File: src/rtl/bam_rx.sv
// bam_rx: bit-angle-modulation (BAM) line decoder.
// Samples the BAM line once per cycle and rebuilds the duty word. Bit k owns
// line positions [2^k, 2^(k+1)), and its value is taken in the last cycle of
// that slot. Each frame is 2^NO_BITS+1 cycles long.
// Optional slot-consistency checker: define BAM_RX_ERR_EN to compile it in.
// Without that macro, err is tied low.
module bam_rx #(
  parameter int unsigned NO_BITS = 16
) (
  input  logic               clock,
  input  logic               rst_n,
  input  logic               go,
  input  logic               in,
  output logic [NO_BITS-1:0] duty,
  output logic               valid,
  output logic               err
);

  localparam int unsigned     CW       = NO_BITS + 1;
  localparam logic [CW-1:0]   CNT_LAST = CW'(2 ** NO_BITS);

  logic [CW-1:0]      cnt;
  logic [NO_BITS-2:0] shadow;
  logic [NO_BITS-2:0] shadow_nxt;
  logic               at_last;

  // Frame decode: last counter value, and where each lower bit is captured.
  always_comb begin
    at_last    = (cnt == CNT_LAST);
    shadow_nxt = shadow;
    for (int k = 0; k < int'(NO_BITS) - 1; k++) begin
      if (cnt == CW'(2 ** (k + 1))) shadow_nxt[k] = in;
    end
  end

  // Frame counter, shadow word and duty delivery.
  always_ff @(posedge clock or negedge rst_n) begin
    if (!rst_n) begin
      cnt    <= '0;
      shadow <= '0;
      duty   <= '0;
      valid  <= 1'b0;
    end else begin
      valid <= 1'b0;
      if (!go) begin
        cnt    <= '0;
        shadow <= '0;
      end else begin
        if (at_last) begin
          cnt   <= '0;
          duty  <= {in, shadow};
          valid <= 1'b1;
        end else begin
          cnt <= cnt + CW'(1);
        end
        if (cnt == '0) shadow <= '0;
        else           shadow <= shadow_nxt;
      end
    end
  end

`ifdef BAM_RX_ERR_EN
  logic [CW-1:0] pos;
  logic          slot_start;
  logic          slot_later;
  logic          mism;
  logic          ref_bit;
  logic          flag;

  // A slot starts where the line position is a power of two. Every later
  // cycle in the same slot must repeat that first sample.
  always_comb begin
    pos        = cnt - CW'(1);
    slot_start = (cnt >= CW'(2)) && ((pos & (pos - CW'(1))) == '0);
    slot_later = (cnt >= CW'(3)) && !slot_start;
    mism       = slot_later && (in != ref_bit);
  end

  // The sticky per-frame flag is delivered on err together with valid.
  always_ff @(posedge clock or negedge rst_n) begin
    if (!rst_n) begin
      ref_bit <= 1'b0;
      flag    <= 1'b0;
      err     <= 1'b0;
    end else if (!go || cnt == '0) begin
      flag <= 1'b0;
    end else begin
      if (slot_start) ref_bit <= in;
      if (at_last) begin
        err  <= flag | mism;
        flag <= 1'b0;
      end else begin
        flag <= flag | mism;
      end
    end
  end
`else
  // No checker compiled in.
  assign err = 1'b0;
`endif

endmodule

File: config.mk
export PLATFORM = sky130hd
export DESIGN_NAME = bam_rx
export DESIGN_NICKNAME = d
export VERILOG_FILES = /design/src/rtl/bam_rx.sv
export SDC_FILE = /design/constraint.sdc
export NUM_CORES = 1
export LEC_CHECK = 0
export ABC_AREA = 1
export BUFFER_PORTS_ARGS = -buffer_cell sky130_fd_sc_hd__clkbuf_2
export CORE_MARGIN = 5
export CORE_UTILIZATION = 50
export CTS_CLUSTER_DIAMETER = 50
export DETAILED_ROUTE_END_ITERATION = 16
export GPL_ROUTABILITY_DRIVEN = 0
export PLACE_DENSITY = 0.76
export SLEW_MARGIN = 20
export SYNTH_ARGS = -nofsm -noshare
export SYNTH_HDL_FRONTEND = slang
export SYNTH_SLANG_ARGS = --single-unit
File: constraint.sdc
create_clock -name clock -period 1.5 [get_ports clock]
set_input_delay 0.225 -clock clock [delete_from_list [all_inputs] [get_ports clock]]
set_output_delay 0.225 -clock clock [all_outputs]
set_load 0.02 [all_outputs]
# Yosys cells after proc, flatten, opt, wreduce, memory -nomap -nowiden
# Index checks and enable logic that the tools add are counted.
# totals
in_bits,4
register_bits,49
elab_cells,73
# op_classes
eq_ne,31
reduce_logical,2
addsub,1
mux,21
# ops
operator,n
"inequality test 3 x 1 -> 1 bit, second input constant",15
two-way mux 17 bit,2
two-way mux 15 bit,2
"adder 17 x 1 -> 17 bit, second input constant",1
"equality test 17 x 10 -> 1 bit, second input constant",1
"equality test 17 x 11 -> 1 bit, second input constant",1
"equality test 17 x 12 -> 1 bit, second input constant",1
"equality test 17 x 13 -> 1 bit, second input constant",1
"equality test 17 x 14 -> 1 bit, second input constant",1
"equality test 17 x 15 -> 1 bit, second input constant",1
"equality test 17 x 16 -> 1 bit, second input constant",1
"equality test 17 bit, second input constant",1
"equality test 17 x 2 -> 1 bit, second input constant",1
"equality test 17 x 3 -> 1 bit, second input constant",1
"equality test 17 x 4 -> 1 bit, second input constant",1
"equality test 17 x 5 -> 1 bit, second input constant",1
"equality test 17 x 6 -> 1 bit, second input constant",1
"equality test 17 x 7 -> 1 bit, second input constant",1
"equality test 17 x 8 -> 1 bit, second input constant",1
"equality test 17 x 9 -> 1 bit, second input constant",1
logical NOT 17 bit,1
two-way mux 1 bit,17
AND reduction 2 bit,1

# Longest topological paths before layout
# Gate-level depths: netlist of run 1.
# logic_depth
word_depth,4
mapped_depth,10

# Worst setup path after synthesis of run 1
# OpenSTA, ideal clock, no wires.
# synth_timing
kind,reg-to-reg
from,register cnt[0]
to,register shadow[10]
arrival_ps,1486
setup_slack_ps,-104
period_less_slack_ps,1604
path_stages_with_launch,9
setup_ps,117
cell_sequence,dfrtp_1 inv_1 ha_1 nand2_4 nor2_8 nand2_4 o21ai_4 buf_4 nor2_1
# synth_via
elab_chain_len,3
elab_cells_between_ends,5
classes_between,eq/ne (2); mux (2); reduce/logical (1)
# synth_lines
element,line_no,source
"start, declared",22,logic [CW-1:0] cnt;
"start signal, assigned",54,cnt <= cnt + CW'(1);
logical NOT 17 bit,56,if (cnt == '0) shadow <= '0;
two-way mux 15 bit,56,
two-way mux 15 bit,45,if (!go) begin
"end signal, assigned",57,else shadow <= shadow_nxt;
"end, declared",23,logic [NO_BITS-2:0] shadow;
# Parallel ways exist; a longest one is shown, timed or not.
# A chain may end at the register's enable or synchronous reset.

# Final worst setup path of run 1
# layout_timing
from,register cnt[11]
to,register duty[13]
# layout_via
elab_chain_len,2
# layout_lines
element,line_no,source
equality test 17 bit,29,at_last = (cnt == CNT_LAST);
AND reduction 2 bit (no line),n/a,
"end signal, assigned",51,"duty <= {in, shadow};"
"end, declared",14,"output logic [NO_BITS-1:0] duty,"
# No other way between the ends.

==> results of run 1 <==
## final timing paths
path,slack [ns],cells after the start,startpoint,to
max in group asynchronous,0.55,3,rst_n,cnt[9]
worst max register to register,-0.10,8,cnt[11],duty[13]
min in group asynchronous,0.40,2,rst_n,shadow[1]
worst min register to register,0.49,2,duty[1],duty[1]
worst min-delay path,0.16,3,in,duty[15]
worst max-delay path,-0.10,8,cnt[11],duty[13]
## sequential cells by signal, summed over array words and instances, names as in the netlist
register and flops:
cnt 17, duty 16, shadow 15, valid 1
## cell usage in the layout (no fill, tap or decap), types with 2 or more instances in the layout
master	synthesis	final
nand2_1	102	100
o21ai_0	5	2
clkbuf_8	0	5
inv_2	0	2
buf_4	6	23
xor2_1	6	6
buf_12	0	5
nor2_2	1	10
buf_6	3	3
inv_1	47	45
dfrtp_1	49	46
nand3_2	0	3
clkbuf_16	0	2
nand4_4	1	2
nor2_1	82	71
nor2_8	3	3
o21ai_1	0	3
dfrtp_2	0	3
nand2_2	1	3
nor2_4	6	8
nand2_4	4	4
clkbuf_2	0	20
clkinvlp_4	0	2
nand3_1	73	70
ha_1	3	2
## what timing repair did
item	4_1_cts	5_1_grt
gates cloned	1	2
setup endpoints to repair	22	41
buffers inserted	2	9
endpoints found under the hold margin	17	0
hold buffers	1	0
pin swaps	3	12
gates resized for setup	4	28
## worst reg2reg max path: cells and delay by family, from the launching register on
family | cells | cell delay, ns
flops | 1 | 0.42
simple gates | 7 | 0.95
buf+inv | 1 | 0.18
## metal layers
layer / up-vias / GRT usage (%)
met5: - / 0
met4: 0 / 6.09
met3: 16 / 2.85
met2: 62 / 31.3
met1: 1203 / 23.9
li1: 1345 / -
## stage by stage
| step | power (mW) | util (%) | setup TNS, ns |
|---|---|---|---|
| after floorplan | 1.51 | - | 0 |
| after global placement | 1.57 | 55.3 | -0.0838 |
| after detailed placement | 1.58 | 55.3 | -1.04 |
| after CTS | 2.36 | 57.8 | -0.0148 |
| after global routing | 2.49 | 61.7 | -3.46 |
| final | 2.39 | 61.7 | -0.909 |
## logic make-up (layout without fill, tap and decap cells)
family / Yosys count / after routing / share of synthesized area [%]
xor+xnor: 7 / 7 / 2.08
flops: 49 / 49 / 41.7
compound gates: 7 / 7 / 1.62
other cells: 1 / 1 / 0.127
fa+ha+maj: 3 / 3 / 1.28
buf+inv: 64 / 110 / 9.91
simple gates: 275 / 276 / 43.3
## where the power goes
part,internal [mW],switching (mW)
clock,0.329,0.448
combinational,0.106,0.163
sequential,1.33,0.0113
total,1.76,0.623
## area by class of cell
cell class	instances	area, sq um	share of cell area [%]
Timing Repair Buffer	55	482	13.4
Clock buffer	6	72.6	2.02
Multi-Input combinational cell	294	1520	42.3
Tap cell	75	93.8	2.62
Sequential cell	49	1230	34.3
Clock inverter	2	15.0	0.419
Inverter	47	176	4.92
==> impl_metrics.ini, run 1 <==
[outcome]
status = complete, but fails checks
violations_in_the_final_reports = negative setup slack

[grt]
maximum_number_of_pins_on_one_net_before_global_route_repair = 33
grt-ovfl-total = 0
grt_pass1_vias = 2497
overall_fraction_of_global_route_tracks_in_use_pct = 18.4
antenna_found_initial = 0
grt_pass1_wl_um = 11200

[timing]
clock_skew_ns = 0.00667
final_setup_violation_count = 23
report.final.hold_viol_count = 0
holdWs_ns = 0.155
grt_setup_unrepaired = true
min_period_ns = 1.60
pnr_worst_setup_slack_ns = -0.103
finalCritPeriodShare_pct = 107
timing_max_transition_violations_final = 0
clock.fmax_ghz = 0.624

[final_layout]
final_net_count = 459
filler_cell_count = 518
stdcell_area_sq_mm = 0.00359
area_delta_synth_final_pct = 21.9
drive_above_1_share_pct = 22.3
finish.cell_count_without_fillers = 528
diode_count = 0

[routing]
met3_routed_wirelength_um = 315
drtIter0Drc = 84
dr_wl_met2_um = 3390
firstDrtPassIters = 4
routed_length_per_instance_um = 12.7
met1Wirelength_um = 2850
postRouteWirelength_um = 6690
detail_route.drc_violations = 0
route.antenna.remaining_nets = 0
maxUsedRoutingLayer = met4
via_cell_ratio = 4.97
vias = 2626

[worst_setup_path]
cp.buffers_inverters = 1
timing.critical_path.slowest_stage_cell = dfrtp_1
delay_heaviest_family_cp = simple AND/OR/NAND/NOR gates
crit_path_cell_trace = nor2_4, nand2_4, nor2_8, nand2_4, nor2_4, clkbuf_16, nand3_1, nand2_1
setup.worst_path.start_class = flip-flop
endpoint_kind = flip-flop
required_ns = 1.75
criticalPathCategory = reg2reg
worst-path-max-fanout = 8
timing.critical_path.arrival_ns = 1.85
critical-path-max-stage-delay_ns = 0.42

[logic_synthesis]
synth_top_area_share_pct = 41.7
ys.warnings.count = 0
synth_area_sq_mm = 0.00294
postSynthAreaPerCell_sq_um = 7.25
synth_top_flop_cell = dfrtp_1
yosysMostFrequentCell = nand2_1
synthTopCellsByArea = dfrtp_1 42%, nand2_1 13%, nand3_1 12%
synth_edf_count = 0
synth_sequential_area_ratio_pct = 41.7
yosys_register_bits = 49
synthesis.nets = 413
yosys.cell_types.count = 24
postSynth.asyncResetShare_pct = 100
synth_top_cells_by_count = 102 x nand2_1, 82 x nor2_1, 73 x nand3_1, 49 x dfrtp_1, 47 x inv_1
netlist.top_cell.by_area = dfrtp_1
synthCells = 406

[die]
die_area_sq_mm = 0.00752
core_area_sq_mm = 0.00582
floorplan.initialDensity_pct = 50.6
num_io_pins = 22
core.rowCount = 28
die_width_um = 86.7
die-height_um = 86.7

[placement]
detailed_place.area_sq_mm = 0.00322
detailedPlace.worstSlack_ns = -0.0863
post-dp-hpwl_um = 4640
buffers_on_ports = 20
place.detailed.instances = 505

[run]
maxCapViolations = 0

[pwr]
ir_drop_mv = 0.346
power.static_leakage_nw = 1.82
power_density_mw_per_mm2 = 665

[worst_hold_path]
hold_class = in2reg

[clocking]
cts.sink_count = 49
numCtsBuffers = 5
clock-root-buffer = clkbuf_8
cts.path.max_buffers = 2
ctsHtreeMaxLevel = 2
clk-insertion-delay-late_ns = 0.30
clk_transition_reported_paths_ns = 0.09
tritoncts_clock_tree = yes
Power figures use the tool's default switching activity.
==> run 2: changes to the inputs <==
- CTS_BUF_LIST: not set -> sky130_fd_sc_hd__clkbuf_16
- REMOVE_ABC_BUFFERS: not set -> 1
==> impl_metrics.ini, run 2 (synthesized netlist as in run 1, its figures left out) <==
[pwr]
power.static_leakage_nw = 1.82
power_density_mw_per_mm2 = 753
ir_drop_mv = 0.417

[worst_setup_path]
timing.critical_path.arrival_ns = 1.65
delay_heaviest_family_cp = simple AND/OR/NAND/NOR gates
worst-path-max-fanout = 16
crit_path_cell_trace = inv_2, ha_4, nand2_4, nor2_8, nand2_4, nor2_4, buf_12, nand3_1, nand2_1
setup.worst_path.start_class = flip-flop
cp.buffers_inverters = 2
timing.reg2reg.worst_path_depth = 9
timing.reg2reg.setup_slack_ns = 0.07
criticalPathCategory = reg2reg
critical-path-max-stage-delay_ns = 0.41
endpoint_kind = flip-flop
worst_path_most_repeated_cell = nand2_4
worst_r2r_dst = duty[7]
crit-reg2reg-launch = cnt[0]
timing.critical_path.slowest_stage_cell = dfrtp_1
required_ns = 1.72

[grt]
overall_fraction_of_global_route_tracks_in_use_pct = 18.7
maximum_number_of_pins_on_one_net_before_global_route_repair = 50
antenna_found_initial = 0
grt_pass1_vias = 2531
grt_pass1_wl_um = 11500
grt-ovfl-total = 0

[final_layout]
area_delta_synth_final_pct = 21.4
fin_util_pct = 61.4
final_cell_mix = 99 x nand2_1, 75 x nor2_1, 71 x nand3_1
biggest_registers_after_layout = cnt: 17 flops, duty: 16 flops, shadow: 15 flops
largest_register_ffs = 17
diode_count = 0
final_common_cell = nand2_1
largest_register_by_flop_count = cnt
drive_above_1_share_pct = 21.3
final_net_count = 456

[placement]
buffers_on_ports = 20
post-dp-hpwl_um = 4610
detailedPlace.worstSlack_ns = -0.0883

[timing]
grt_setup_unrepaired = true
clock_skew_ns = 0.00451
timing.setup.tns_ns = 0
timing_max_transition_violations_final = 0
report.final.hold_viol_count = 0
min_period_ns = 1.43
final_setup_violation_count = 0
clock.fmax_ghz = 0.699
finalCritPeriodShare_pct = 95.3
pnr_worst_setup_slack_ns = 0.0701

[clocking]
numCtsBuffers = 5
ctsHtreeMaxLevel = 2
cts.sink_count = 49
clk_transition_reported_paths_ns = 0.07
tritoncts_clock_tree = yes
clk-insertion-delay-late_ns = 0.29
clock-root-buffer = clkbuf_16
cts.path.max_buffers = 2

[die]
die_area_sq_mm = 0.00752
floorplan.initialDensity_pct = 50.6
num_io_pins = 22
core_area_sq_mm = 0.00582
die_width_um = 86.7
die-height_um = 86.7
core.rowCount = 28

[worst_hold_path]
worst_hold_path.num_cells = 3
hold_path_startpoint = in
whs_endpoint = duty[15]
hold_class = in2reg

[routing]
postRouteWirelength_um = 6690
firstDrtPassIters = 5
drtIter0Drc = 209
vias = 2658
routed_length_per_instance_um = 12.7
via_cell_ratio = 5.06
route.antenna.remaining_nets = 0
detail_route.drc_violations = 0

[outcome]
status = finished, final reports clean

[run]
maxCapViolations = 0
[run 2: cell count changes in the layout (fill, tap and decap cells not counted), sizes merged]
cell	previous run	this run
clkbuf	28	25
inv	47	48
nand4	3	2
[run 2: power breakdown]
part / total [mW] / switching, mW / internal, mW
sequential: 1.34 / 0.0105 / 1.33
combinational: 0.260 / 0.162 / 0.0977
clock: 1.09 / 0.479 / 0.612
[run 2: worst max-delay path by stage]
stage / slack [ns] / from / to / cells after the start
6_report: 0.07 / cnt[0] / duty[7] / 9
5_1_grt: -0.06 / cnt[0] / shadow[1] / 11
4_1_cts: 0.002 / cnt[0] / shadow[1] / 11
3_5_place_dp: -0.09 / cnt[0] / duty[7] / 7
3_3_place_gp: -0.02 / cnt[0] / duty[8] / 7
2_1_floorplan: -0.15 / cnt[0] / shadow[10] / 7
[run 2: tightest hold or removal path: cells and delay by family]
kind	cells	cell delay, ns
and+or+nand+nor	2	0.12
buffers and inverters	1	0.09
[run 2: layout make-up]
type	instances	area, sq um
Fill cell	508	2240
Multi-Input combinational cell	293	1500
Sequential cell	49	1230
Timing Repair Buffer	53	428
Inverter	47	179
Clock buffer	5	125
Tap cell	75	93.8
Clock inverter	3	18.8
[run 2: what timing repair did]
action / CTS / global route
pin swaps: 1 / 11
gates resized for setup: 3 / 30
endpoints found under the hold margin: 49 / 0
cloned: 0 / 0
hold buffers: 1 / 0
setup endpoints to repair: 33 / 41
setup buffers: 3 / 5
[run 2: metrics by stage]
step / std cells / hold WS [ns] / cell area [sq um] / total power, mW
final: 525 / 0.187 / 3570 / 2.69
after detailed placement: 508 / 0.232 / 3250 / 1.59
after CTS: 520 / 0.186 / 3450 / 2.70
after global placement: 508 / 0.233 / 3250 / 1.58
after global routing: 525 / 0.195 / 3570 / 2.82
after floorplan: 389 / -0.0706 / 2830 / 1.48
[run 2: per-layer routing]
| metal | wire length, um | GRT usage, % | vias to the layer above |
|---|---|---|---|
| met3 | 311 | 2.38 | 16 |
| met2 | 3290 | 31.7 | 74 |
| met4 | 122 | 6.52 | 0 |
| met1 | 2960 | 24.5 | 1234 |
| met5 | 0 | 0 | - |
| li1 | - | - | 1334 |
